==> config.mk <==
export PLATFORM = sky130hd
export DESIGN_NAME = m65c02_mcycle_ctrl
export DESIGN_NICKNAME = d
export VERILOG_FILES = /design/src/rtl/m65c02_mcycle_ctrl.sv
export SDC_FILE = /design/constraint.sdc
export NUM_CORES = 1
export LEC_CHECK = 0
export CAP_MARGIN = 10
export CORE_MARGIN = 4
export CORE_UTILIZATION = 49
export DETAILED_ROUTE_END_ITERATION = 6
export MAX_ROUTING_LAYER = met4
export PLACE_DENSITY = 0.81
export SLEW_MARGIN = 5
export SYNTH_ARGS = -nofsm -noshare
export SYNTH_HDL_FRONTEND = slang
export SYNTH_SLANG_ARGS = --single-unit
==> constraint.sdc <==
create_clock -name Clk -period 5.4 [get_ports Clk]
set_input_delay 1.08 -clock Clk [delete_from_list [all_inputs] [get_ports Clk]]
set_output_delay 1.08 -clock Clk [all_outputs]
set_load 0.01 [all_outputs]
==> src/rtl/m65c02_mcycle_ctrl.sv <==
// Microcycle controller: stretches each microcycle to Len+1 clocks, inserts Ack wait states
// with optional timeout, and produces the sequencer Rdy enable plus Phi1O/Phi2O phases.
module m65c02_mcycle_ctrl #(
  parameter int pLenWidth  = 2,
  parameter int pMaxWait   = 15,
  parameter int pWaitWidth = 4
) (
  input  logic                 Clk,
  input  logic                 Rst,
  input  logic [pLenWidth-1:0] Len,
  input  logic                 Req,
  input  logic                 Ack,
  input  logic                 ClrTO,
  output logic                 Rdy,
  output logic                 Phi1O,
  output logic                 Phi2O,
  output logic [pLenWidth-1:0] CycCnt,
  output logic                 Busy,
  output logic                 WaitTO
);

  typedef enum logic [1:0] {sRST, sSTART, sCNT, sWAIT} state_t;

  localparam logic [pWaitWidth-1:0] MaxWaitC = pWaitWidth'(pMaxWait);
  // With the timeout disabled the counter still must not wrap, so it parks at all-ones.
  localparam logic [pWaitWidth-1:0] WaitSatC = (pMaxWait != 0) ? MaxWaitC : {pWaitWidth{1'b1}};
  localparam logic [pWaitWidth-1:0] WaitOneC = pWaitWidth'(1);
  localparam logic [pLenWidth-1:0]  LenOneC  = pLenWidth'(1);

  state_t                state_q, state_d;
  logic [pLenWidth-1:0]  len_q, len_d;
  logic                  req_q, req_d;
  logic [pLenWidth-1:0]  cyc_q, cyc_d;
  logic [pWaitWidth-1:0] wait_cnt_q, wait_cnt_d;
  logic                  wait_to_q, wait_to_d;

  logic terminal;
  logic eff_req;
  logic force_done;

  always_comb begin
    state_d    = state_q;
    len_d      = len_q;
    req_d      = req_q;
    cyc_d      = cyc_q;
    wait_cnt_d = wait_cnt_q;
    wait_to_d  = wait_to_q;
    terminal   = 1'b0;
    eff_req    = req_q;
    force_done = 1'b0;
    Rdy        = 1'b0;
    Busy       = 1'b0;
    Phi2O      = 1'b0;
    CycCnt     = '0;

    unique case (state_q)
      sRST: begin
        state_d    = sSTART;
        len_d      = '0;
        req_d      = 1'b0;
        cyc_d      = '0;
        wait_cnt_d = '0;
      end
      sSTART: begin
        len_d   = Len;
        req_d   = Req;
        eff_req = Req;
        CycCnt  = Len;
        Phi2O   = (Len <= (Len >> 1));
        if (Len == '0) begin
          terminal = 1'b1;
        end else begin
          cyc_d   = Len - LenOneC;
          state_d = sCNT;
        end
      end
      sCNT: begin
        CycCnt = cyc_q;
        Phi2O  = (cyc_q <= (len_q >> 1));
        if (cyc_q == '0) terminal = 1'b1;
        else             cyc_d    = cyc_q - LenOneC;
      end
      sWAIT: begin
        Busy  = 1'b1;
        Phi2O = 1'b1;
        if (Ack) begin
          Rdy = 1'b1;
        end else if ((pMaxWait != 0) && (wait_cnt_q == MaxWaitC)) begin
          Rdy        = 1'b1;
          force_done = 1'b1;
        end else if (wait_cnt_q != WaitSatC) begin
          wait_cnt_d = wait_cnt_q + WaitOneC;
        end
        if (Rdy) state_d = sSTART;
      end
      default: state_d = sRST;
    endcase

    if (terminal) begin
      if (!eff_req || Ack) begin
        Rdy     = 1'b1;
        state_d = sSTART;
      end else begin
        state_d    = sWAIT;
        wait_cnt_d = WaitOneC;
      end
    end

    if (force_done)  wait_to_d = 1'b1;
    else if (ClrTO)  wait_to_d = 1'b0;

    // Reset abandons the microcycle in the same clock: no Rdy may escape to the sequencer.
    if (Rst) begin
      Rdy        = 1'b0;
      state_d    = sRST;
      len_d      = '0;
      req_d      = 1'b0;
      cyc_d      = '0;
      wait_cnt_d = '0;
      wait_to_d  = 1'b0;
    end
  end

  assign Phi1O  = ~Phi2O;
  assign WaitTO = wait_to_q;

  always_ff @(posedge Clk) begin
    state_q    <= state_d;
    len_q      <= len_d;
    req_q      <= req_d;
    cyc_q      <= cyc_d;
    wait_cnt_q <= wait_cnt_d;
    wait_to_q  <= wait_to_d;
  end

endmodule

== Word level (Yosys, flattened, before mapping) ==
Cells that the tools add are included.

* Shift-type cells: 0
* Order comparisons: 2
* Add/subtract/negate cells: 3
* Eq/ne operators: 9
* Div/mod/pow operators: 0
* Bitwise logic cells: 1
* Reductions and logical operators: 11
* $mul: 0
* Mux-type cells: 34

{| class="wikitable"
|+ Operators with widths
! kind !! number
|-
| 2-to-1 mux 4 bit || 5
|-
| 2-to-1 mux 1 bit || 15
|-
| 2-to-1 mux 2 bit || 6
|-
| case mux 2 bit (3 select lines) || 2
|-
| case mux 2 bit (2 select lines) || 2
|-
| case mux 4 bit (2 select lines) || 1
|-
| logical NOT 2 bit || 3
|-
| inequality test 3 bit, second input constant || 2
|-
| AND reduction 3 bit || 2
|-
| adder 4 x 1 -> 4 bit, second input constant || 1
|-
| == test 2 bit, second input constant || 2
|-
| == test 4 bit, second input constant || 1
|-
| less-or-equal comparator 2 x 1 -> 1 bit || 2
|-
| inequality test 2 bit, second input constant || 2
|-
| inequality test 4 bit, second input constant || 1
|-
| case mux 1 bit (2 select lines) || 2
|-
| nonzero test 2 bit || 2
|-
| nonzero test 4 bit || 1
|-
| subtractor 2 x 1 -> 2 bit, second input constant || 2
|-
| case mux 1 bit (3 select lines) || 1
|-
| nonzero test 3 bit || 1
|-
| == test 2 x 1 -> 1 bit, second input constant || 1
|-
| logical NOT 1 bit || 1
|-
| logical OR 1 bit || 1
|-
| inverter 1 bit || 1
|}

* Register bits after elaboration: 12
* Logic and storage cells: 66
* Output and inout port bits: 7
* Input bits: 7
* Memories: 0
* Latch bits: 0
* Bits in writable memories: 0
* Bits in read-only memories: 0

== Logic depth before layout (Yosys ltp) ==
* Depth in word-level cells: 8
* Mapped depth: 7
* Mapped depth without buffers: 6

== Least setup slack after synthesis ==
Ideal clock, no wire load.

* Path kind: in2out
* Start: in Len[0]
* End: out Rdy
* Data required time: 4320 ps
* Path buffers: 1
* Setup slack: 2434 ps
* Data arrival time: 1886 ps
* Cell stages on the path: 5
* Cells stage by stage: buf_6 > nor3b_2 > a21oi_1 > a2bb2oi_1 > nor2_1

* Longest elaborated chain between the ends: 5

{| class="wikitable"
|+ RTL lines
! element !! RTL line !! text
|-
| from (decl) || 10 || <nowiki>input logic [pLenWidth-1:0] Len,</nowiki>
|-
| logical NOT 2 bit || 70 || <nowiki>if (Len == '0) begin</nowiki>
|-
| 2-to-1 mux 1 bit || 70 ||
|-
| case mux 1 bit (2 select lines) || 56 || <nowiki>unique case (state_q)</nowiki>
|-
| 2-to-1 mux 1 bit || 99 || <nowiki>if (terminal) begin</nowiki>
|-
| 2-to-1 mux 1 bit || 113 || <nowiki>if (Rst) begin</nowiki>
|-
| to (decl) || 14 || <nowiki>output logic Rdy,</nowiki>
|}

Every way passes these cells.

== Worst setup path after layout ==
Same ends and word-level chain as after synthesis.

==> summary.txt <==
Status
  • Outcome: complete, no violations

Clocking
  • Clock sinks: 11
  • Post-CTS sizing: 0
  • Total CTS buffers: 3
  • Setup bufs post-CTS: 0
  • CTS root buf: clkbuf_4
  • CTS tree: done
  • H-tree levels: 1
  • Hold buffers post-CTS: 0
  • Clock Path Buffers: 2
  • Clock insertion delay at the later pin of the skew report: 0.28 ns
  • Worst-path clk slew: 0.08 ns

STA
  • Worst Slack Setup Final: 1.36 ns
  • RSZ-0062 raised after global routing: no
  • Final Hold Viols: 0
  • Post-route minimum period: 4.04 ns
  • Slew headroom: 68.5%
  • Clk_skew: 0.00324 ns
  • Period utilization: 74.8%
  • Max-slew violations: 0
  • Final setup violation count: 0
  • Worst-Margin Slew: 0.472 ns
  • Post-route setup TNS: 0 ns
  • Hold WS: 0.475 ns
  • Fmax: 0.248 GHz

Global route
  • Largest net degree at the start of global routing: 16
  • First-pass GRT wire length: between 3 and 4 mm
  • Total grt overflow: 0
  • Initial antenna violation count: 0
  • GR Util All Layers: 17.4%
  • Vias in the first global route: 763

Drt
  • WL/cell: 14.4 um
  • Residual DRC: 0
  • First-pass DRT Iterations: 4
  • Number of vias per cell: 6.23
  • Detailed Route Iter0 Violations: 17
  • Final WL: 1.89 mm
  • ANT nets after route: 0
  • Vias: 816

Place
  • Setup Slack @ Placement: 1.38 ns
  • GP Congestion: around 0.83
  • PortBufs: 13
  • Detail Placement HPWL: 1.41 mm
  • Inst Count DP: 127

Critical path
  • FF-to-FF setup slack: 3.23 ns
  • Crit Path Class: in -> out
  • Register-to-Register Path Depth: 6
  • CP required: 4.32 ns
  • CP startpoint kind: primary input
  • Setup crit end kind: output pin
  • Crit-path max FO: 8
  • Reg2reg start: state_q[0]$_SDFFE_PP0P_
  • Worst R2R End: state_q[1]$_SDFFE_PP0P_
  • CP Data Arrival Time: 2.96 ns

Min path
  • Hold_sp: req_q$_SDFFE_PP0N_
  • Hold endpoint: req_q$_SDFFE_PP0N_
  • HP Class: reg -> reg
  • Hold Path Depth: 2

Power
  • Power Density: between 400 and 500 nW/um^2
  • Leak: around 0.00036 uW
  • Design Power: 429 uW
  • Peak VDD IR: roughly 0.27 mV

Synth
  • Synth Flop Type: dfxtp_1
  • Sequential share of the synthesized area: 25.8%
  • Gate Count Post-Synth: 104
  • Syn nets: roughly 120
  • Synthesized area: 852 um^2
  • Post-Syn Area per Cell: 8.19 um^2
  • Ys async rst share: 0%
  • Yosys reg bits: 11
  • Number of synthesized flops with an enable pin: 0
  • Library cells used by synthesis: 43
  • Ys Warns: 0

Cells and area
  • Final cell count without fillers: ~130
  • Antenna diode count: 0
  • Multi-input gate area: 566 um^2
  • NumNets Final: 129
  • Fill count: 133
  • P&R area growth vs syn: 16.4%
  • Register area: ~220 um^2
  • Share of cells above drive strength 1: a little over a tenth

Run
  • Maximum capacitance violations: 0

Die
  • IO Count: 14
  • Die W: 49.7 um
  • Area of the die: ~2500 um^2
  • Core area: 1580 um^2
  • Chip height: about 50 um
  • Initial Util: 54.0%
  • Row Count: 14
[synth_stat cells, types with 2 or more instances]
cell type   n  area [um^2]
buf_2       2         10.0
xor2_1      2         17.5
o21ai_1     2         10.0
dfxtp_1    11          220
nand4bb_1   2         22.5
a31oi_1     2         12.5
nor2_1     11         41.3
nand3_1     4         20.0
a21oi_1     9         45.0
ha_1        6         75.1
nor3b_2     2         25.0
a31o_1      2         17.5
clkbuf_1    2         7.51
nor3_1      3         15.0
o21ai_0     3         15.0
inv_1       7         26.3
nand2_1     8         30.0
[worst max path at each step]
stage | startpoint | to | cells after the start
floorplan | Len[0] | Rdy | 5
global placement | Len[0] | Rdy | 6
detailed placement | Len[0] | Rdy | 6
CTS | Len[0] | Rdy | 6
global route | Len[0] | Rdy | 6
finish | Len[0] | Rdy | 6
[kinds of logic after synthesis]
kind of cell / share of synthesized area [%]
muxes: 1.17
AOI/OAI and AO/OA: 25.7
adders and majority gates: 8.81
and+or+nand+nor: 28.6
buffers and inverters: 7.78
xor gates and xnor gates: 2.06
DFF: 25.8
[per-layer routing]
metal | global-route usage (%) | part of all wire, % | up-vias
met5 | - | 0 | -
met4 | 10.1 | 2.6 | 0
met3 | 3.61 | 6.7 | 7
met2 | 26.4 | 46 | 30
met1 | 21.0 | 45 | 385
li1 | - | - | 394
[critical path, cell delays in order]
cell and delay (ns):
clkdlybuf4s50_1 0.54, nor3b_2 0.32, a21oi_1 0.17, a2bb2oi_1 0.18, nor2_1 0.11, clkdlybuf4s50_1 0.55
[cell usage in the layout, fill, tap and decap left out, types with 2 or more instances in the layout]
cell and n:
a21oi_1 9, o21ai_1 2, xor2_1 2, nand2_1 8
dfxtp_1 11, clkdlybuf4s50_1 13, o21ai_0 3, inv_1 7
a31o_1 2, nor3_1 3, ha_1 6, nand3_1 4
nand4bb_1 2, clkbuf_4 3, nor2_1 11, nor3b_2 2
a31oi_1 2
[sequential cells by signal, indices dropped and copies added, names as in the netlist]
signal,cells
wait_cnt_q,4
len_q,1
WaitTO,1
req_q,1
cyc_q,2
state_q,2
[stage by stage]
step / instance area (um^2) / utilization [%]
2_1_floorplan: 852 / -
3_3_place_gp: 966 / 61.3
3_5_place_dp: 966 / 61.3
4_1_cts: 992 / 62.9
5_1_grt: 992 / 62.9
6_report: 992 / 62.9
[cell type report]
type,count,share of cell area [%]
inverters,8,3.03
clock buffers,4,2.65
well taps,16,2.02
multi-input cells,79,57.0
repair buffers,13,13.1
flip-flops and latches,11,22.2
[power breakdown]
part	internal [uW]	switching, uW	total [uW]
registers	97.1	19.1	116
logic	111	141	253
clock network	28.7	31.3	60.0
total	237	192	429
(Power assumes the default switching activity.)
